<file path="config.mk">
export PLATFORM = sky130hd
export DESIGN_NAME = dm_arbiter
export DESIGN_NICKNAME = d
export VERILOG_FILES = /design/src/rtl/dm_arbiter.sv
export SDC_FILE = /design/constraint.sdc
export NUM_CORES = 1
export LEC_CHECK = 0
export BUFFER_PORTS_ARGS = -buffer_cell sky130_fd_sc_hd__buf_2
export CAP_MARGIN = 20
export CORE_ASPECT_RATIO = 2
export CORE_UTILIZATION = 45
export DETAILED_ROUTE_END_ITERATION = 8
export GPL_TIMING_DRIVEN = 0
export PLACE_DENSITY_LB_ADDON = 0.08
export SLEW_MARGIN = 40
export SYNTH_ARGS = -nofsm -noshare
export SYNTH_HDL_FRONTEND = slang
export SYNTH_SLANG_ARGS = --single-unit
</file>
<file path="constraint.sdc">
create_clock -name clk -period 5.8 [get_ports clk]
set_input_delay 0.29 -clock clk [delete_from_list [all_inputs] [get_ports clk]]
set_output_delay 0.29 -clock clk [all_outputs]
set_load 0.02 [all_outputs]
</file>
<file path="src/rtl/dm_arbiter.sv">
// Two-port round-robin arbiter in front of a single-port data memory.
// After reset it zero-fills every word before any requester is granted.
module dm_arbiter #(
  parameter int AW             = 5,
  parameter int DW             = 32,
  parameter int DEPTH          = 32,
  parameter bit CLEAR_ON_RESET = 1'b1
) (
  input  logic          clk,
  input  logic          reset,
  input  logic          req0,
  input  logic          we0,
  input  logic [AW-1:0] addr0,
  input  logic [DW-1:0] wdata0,
  input  logic          req1,
  input  logic          we1,
  input  logic [AW-1:0] addr1,
  input  logic [DW-1:0] wdata1,
  output logic          gnt0,
  output logic          gnt1,
  output logic          rvalid0,
  output logic          rvalid1,
  output logic [DW-1:0] rdata0,
  output logic [DW-1:0] rdata1,
  output logic          busy,
  output logic [AW-1:0] dm_address,
  output logic [DW-1:0] dm_wd,
  output logic          dm_we,
  input  logic [DW-1:0] dm_rd
);

  typedef enum logic [0:0] {
    ST_CLEAR = 1'b0,
    ST_RUN   = 1'b1
  } state_t;

  localparam state_t        RESET_STATE = CLEAR_ON_RESET ? ST_CLEAR : ST_RUN;
  localparam logic [AW-1:0] LAST_ADDR   = AW'(DEPTH - 1);
  localparam logic [AW-1:0] ADDR_ONE    = AW'(1);
  localparam logic [AW-1:0] ADDR_ZERO   = {AW{1'b0}};
  localparam logic [DW-1:0] DATA_ZERO   = {DW{1'b0}};

  state_t        state_r;
  state_t        state_nxt_s;
  logic [AW-1:0] clr_cnt_r;
  logic          last_r;

  // State register and sweep address counter
  always_ff @(posedge clk or posedge reset) begin
    if (reset) begin
      state_r   <= RESET_STATE;
      clr_cnt_r <= ADDR_ZERO;
    end else begin
      state_r <= state_nxt_s;
      if ((state_r == ST_CLEAR) && (clr_cnt_r != LAST_ADDR)) begin
        clr_cnt_r <= clr_cnt_r + ADDR_ONE;
      end else begin
        clr_cnt_r <= ADDR_ZERO;
      end
    end
  end

  // Next-state: leave the sweep once the final word has been written
  always_comb begin
    state_nxt_s = state_r;
    case (state_r)
      ST_CLEAR: begin
        if (clr_cnt_r == LAST_ADDR) begin
          state_nxt_s = ST_RUN;
        end else begin
          state_nxt_s = ST_CLEAR;
        end
      end
      ST_RUN:  state_nxt_s = ST_RUN;
      default: state_nxt_s = RESET_STATE;
    endcase
  end

  // Grants and memory pin mux; a tie goes to the port that was not served last
  always_comb begin
    gnt0       = 1'b0;
    gnt1       = 1'b0;
    busy       = 1'b0;
    dm_address = ADDR_ZERO;
    dm_wd      = DATA_ZERO;
    dm_we      = 1'b0;
    case (state_r)
      ST_CLEAR: begin
        busy       = 1'b1;
        dm_address = clr_cnt_r;
        dm_we      = ~reset;
      end
      ST_RUN: begin
        if (!reset) begin
          gnt0 = req0 & (~req1 | last_r);
          gnt1 = req1 & (~req0 | ~last_r);
        end else begin
          gnt0 = 1'b0;
          gnt1 = 1'b0;
        end
        if (gnt0) begin
          dm_address = addr0;
          dm_wd      = wdata0;
          dm_we      = we0;
        end else if (gnt1) begin
          dm_address = addr1;
          dm_wd      = wdata1;
          dm_we      = we1;
        end else begin
          dm_address = ADDR_ZERO;
          dm_wd      = DATA_ZERO;
          dm_we      = 1'b0;
        end
      end
      default: begin
        busy  = 1'b0;
        dm_we = 1'b0;
      end
    endcase
  end

  // Round-robin history: remembers which port was granted most recently
  always_ff @(posedge clk or posedge reset) begin
    if (reset) begin
      last_r <= 1'b1;
    end else if (gnt0) begin
      last_r <= 1'b0;
    end else if (gnt1) begin
      last_r <= 1'b1;
    end else begin
      last_r <= last_r;
    end
  end

  // Read return registers: capture memory data at the end of a granted read
  always_ff @(posedge clk or posedge reset) begin
    if (reset) begin
      rvalid0 <= 1'b0;
      rvalid1 <= 1'b0;
      rdata0  <= DATA_ZERO;
      rdata1  <= DATA_ZERO;
    end else begin
      rvalid0 <= gnt0 & ~we0;
      rvalid1 <= gnt1 & ~we1;
      if (gnt0 && !we0) begin
        rdata0 <= dm_rd;
      end
      if (gnt1 && !we1) begin
        rdata1 <= dm_rd;
      end
    end
  end

endmodule

</file>
* Word-level counts from Yosys, hierarchy flattened *
Index checks and enable logic that the tools add are counted.

cells by class
  multiplexer cells = 21
  reduce and logical (&&, ||, !) cells = 6
  eq/ne operators = 2
  bitwise operators = 13
  add/sub/neg operators = 1

operators with widths
  cell                                           count
  two-way mux 32 bit                             3
  two-way mux 5 bit                              3
  two-way mux 1 bit                              12
  one-hot mux 5 bit (2 select lines)             1
  inverter 1 bit                                 7
  adder 5 x 1 -> 5 bit (second input constant)   1
  equality test 5 bit (second input constant)    1
  inequality test 5 bit (second input constant)  1
  AND 1 bit                                      4
  one-hot mux 1 bit (2 select lines)             2
  logical AND 1 bit                              3
  logical NOT 1 bit                              2
  OR 1 bit                                       2
  nonzero test 2 bit                             1

storage, ports and cells
  input port bits = 112
  output and inout bits = 107
  register bits after elaboration = 73

* Depth between registers and ports, before layout *
  depth after elaboration = 8
  gate-level depth with buffers = 6
  depth with buffers taken out = 5

* Worst setup path before layout *
OpenSTA, ideal clock, no wires.

  path type = register to output
  from = reg last_r
  to = out dm_wd[10]
  slack = 4,063 ps
  arrival = 1,447 ps
  stages on the path, launching flop included = 6
  buffers on the path = 2
  cell sequence = dfstp_2 -> nand2b_1 -> and3_4 -> buf_2 -> buf_6 -> a22o_1

between the ends
  word-level cells in the longest chain between the ends = 8
  elaborated cells between the ends (all ways) = 12

ends and longest elaborated chain
  element                 RTL line  text
  start, declared         46        logic last_r;
  start signal, assigned  131       last_r <= last_r;
  inverter 1 bit          96        gnt1 = req1 & (~req0 | ~last_r);
  OR 1 bit                96
  AND 1 bit               96
  two-way mux 1 bit       94        if (!reset) begin
  two-way mux 1 bit       87        case (state_r)
  two-way mux 32 bit      105       end else if (gnt1) begin
  two-way mux 32 bit *    101       if (gnt0) begin
  two-way mux 32 bit *    87
  end, declared           27        output logic [DW-1:0] dm_wd,

Every way passes the cells marked *; elsewhere a longest branch is shown, timed or not. The select of a mux whose other input is x is not followed.

* Worst setup path in the final report *
  from = in reset
  to = out dm_wd[8]

between the ends
  word-level cells in the longest chain between the ends = 5
  elaborated cells between the ends (all ways) = 7

ends and longest elaborated chain
  element               RTL line  text
  start, declared       10        input logic reset,
  two-way mux 1 bit     94
  two-way mux 1 bit     87
  two-way mux 32 bit    105
  two-way mux 32 bit *  101
  two-way mux 32 bit *  87

Marks and branches as above.

==> summary.txt <==
Run status
  – Outcome: finished clean

Yosys
  – Synth Area in XOR/XNOR: 0.00541
  – Synth Net Count: 338
  – Primary FF master, synth: dfrtp_1
  – Mux cell area share after synthesis: 0.223
  – Flop and latch count out of synthesis: 73
  – Yosys Warn Count: 0
  – Simple-gate portion of the synthesized area: 0.0468
  – Compound-Gate Fraction of Synth Area: 0.111
  – Share of the synthesized area in the top cell type: 0.556
  – Ranking of synthesized cells by area: dfrtp_1, mux2_2, a22o_1, mux2_1, buf_6
  – Largest family of logic cells by synthesized area: multiplexers
  – Synth Area in Adders: 0.00773
  – Post-synth EDFFs: 0
  – Syn_area_per_cell: 14.5 µm²
  – Leading area contributor after synthesis: dfrtp_1
  – Asr flop ratio synth: 1.00
  – Yosys cell types: 31
  – Synthesized area: 3240 µm²
  – Mapped Cells: 224
  – Register area share after synthesis: 0.565

Final layout
  – Post-layout util: 0.687
  – Layout cells sized above 1: 0.674
  – NumNets Final: 569
  – Filler instances: 534
  – Post-route cell area: 4770 µm²
  – Synth-to-layout area growth: 47.2%
  – N_diodes: 0
  – Most frequent cells in the layout: buf_2, dfrtp_1, mux2_2, a22o_1, clkbuf_16
  – Commonest non-fill, non-tap cell in the layout: buf_2

Place
  – DP Area: 4470 µm²
  – Final GP Congestion: 0.762
  – Post-place setup slack: 3870 ps
  – Number of port buffers: 218
  – DP HPWL: 7010 µm

Pwr
  – Worst VDD drop: 0.299 mV
  – Pwr/cell area: 343 nW/µm²
  – Sequential share of power: 0.400
  – Sw Pwr: 0.500 mW
  – Internal Pwr Total: 1.13 mW
  – Power share of the clock group: 0.310
  – Leak pwr: 2.60 nW
  – Switching part of the total power: 0.306
  – Combinational cell fraction of total power: 0.290

Detailed routing
  – Final wirelength: 8750 µm
  – Post-route DRC: 0
  – Via Count: 2763
  – Antenna-violating nets left: 0
  – DR iter-0 viols: 73
  – Wirelength per Cell: 15.9 µm
  – Initial DRT Pass Iterations: 4
  – Vias per cell: 5.02

Clocking
  – Clk Latency, worst-skew pair: 320 ps
  – Root Buffer: clkbuf_16
  – Clock sinks: 73
  – Clock Pin Slew Worst Setup and Hold Paths: 50 ps
  – Post-CTS sizing: 0
  – Max Buffers Root-to-Sink: 2
  – CTS tree: built
  – Htree depth: 3
  – Total clock buffers created by CTS: 9
  – Hold-fix buffers, CTS: 1
  – Setup bufs post-CTS: 0

Critical path
  – CP required: 5510 ps
  – Worst setup SP type: input port
  – Largest fanout on the critical path: 10
  – Setup CP Type: input port to output pin
  – Crit end category: output pin
  – Critical path arrival: 2200 ps

Floorplanning
  – Core footprint: 6940 µm²
  – Die area: 7560 µm²
  – Initial Utilization: 0.467
  – # IOs: 219
  – Die X: 62.0 µm
  – Die H: 122 µm
  – Site row count: 43

GRT
  – GRT overflow: 0
  – Initial antenna violation count: 1
  – Global-route wire length before repair: 12700 µm
  – Largest net degree at the start of global routing: 54
  – Overall Global Routing Usage: 0.238
  – Number of global-route vias before repair: 2835

Timing
  – Finish-stage setup viols: 0
  – Slew @ Worst Pin: 315 ps
  – Final Cycle Share: 0.429
  – Final setup margin: 3310 ps
  – Hold WS: 195 ps
  – Final min period: 2490 ps
  – Setup TNS: 0 ps
  – Worst slew margin: 0.789
  – Layout Skew: 4.57 ps
  – F_max: 402 MHz
  – Max Slew Vio Count: 0
  – Final Hold Violating Endpoints: 0
  – RSZ-0062 raised after global routing: no

Run
  – Max cap viols: 0

Worst hold path
  – Hold crit path type: input port to flip-flop
## path summary, 6_finish.rpt
check	start	cells past startpoint	slack [ps]	end
worst max-delay path	reset	8	3310	dm_wd[8]
worst min-delay path	dm_rd[16]	2	200	rdata1[16]
worst max register to register	state_r	5	4080	rdata1[1]
worst min register to register	clr_cnt_r[0]	1	480	clr_cnt_r[0]
max in group asynchronous	reset	4	4740	last_r
min in group asynchronous	reset	3	510	clr_cnt_r[2]
## per-stage QoR
stage	cells	power [mW]
6_report	550	1.63
5_1_grt	550	1.71
3_5_place_dp	533	1.14
4_1_cts	550	1.65
3_3_place_gp	532	1.12
2_1_floorplan	224	0.943
## power by group through the flow
stage / sequential [mW] / combinational [mW] / clock [mW]
finish: 0.653 / 0.474 / 0.506
floorplan: 0.779 / 0.164 / 0
detailed placement: 0.661 / 0.478 / 0
global route: 0.665 / 0.508 / 0.542
global placement: 0.655 / 0.469 / 0
CTS: 0.654 / 0.480 / 0.520
## synthesized netlist by cell type, drive strengths merged, types with 2 or more instances
cell	n
a221o	5
buf	13
and2b	6
mux2	64
ha	2
a22o	32
inv	7
nor2	6
and3	2
dfrtp	72
## layer usage
layer,GRT usage,routed length (µm),up-vias
li1,-,-,1281
met1,0.228,2930,1330
met2,0.438,4930,139
met3,0.0690,714,11
met4,0.100,165,2
met5,0,11,-
## flip-flops by register name (all words and copies together), names as in the netlist
register   count
rdata1        32
state_r        1
rvalid0        1
last_r         1
clr_cnt_r      5
rvalid1        1
rdata0        32
## cell families after synthesis
| family | Yosys count |
|---|---|
| and+or+nand+nor | 21 |
| muxes | 64 |
| xor gates and xnor gates | 2 |
| buffers and inverters | 21 |
| adders and majority gates | 2 |
| AOI/OAI and AO/OA | 41 |
| DFF | 73 |
## worst max-delay path: stages
cell and delay, ps:
dlygate4sd3_1 540, buf_2 170, and2b_4 290, and2_1 170
buf_2 220, buf_4 200, a22o_1 140, buf_2 160
## final cells by class
class	count	area (µm²)	share of cell area
inverters	7	33.8	0.00709
repair buffers	220	1130	0.237
well taps	90	113	0.0236
clock buffers	16	282	0.0591
multi-input cells	130	1270	0.267
flip-flops and latches	73	1830	0.384
plain buffers	14	109	0.0228
Power figures use the tool's default switching activity.
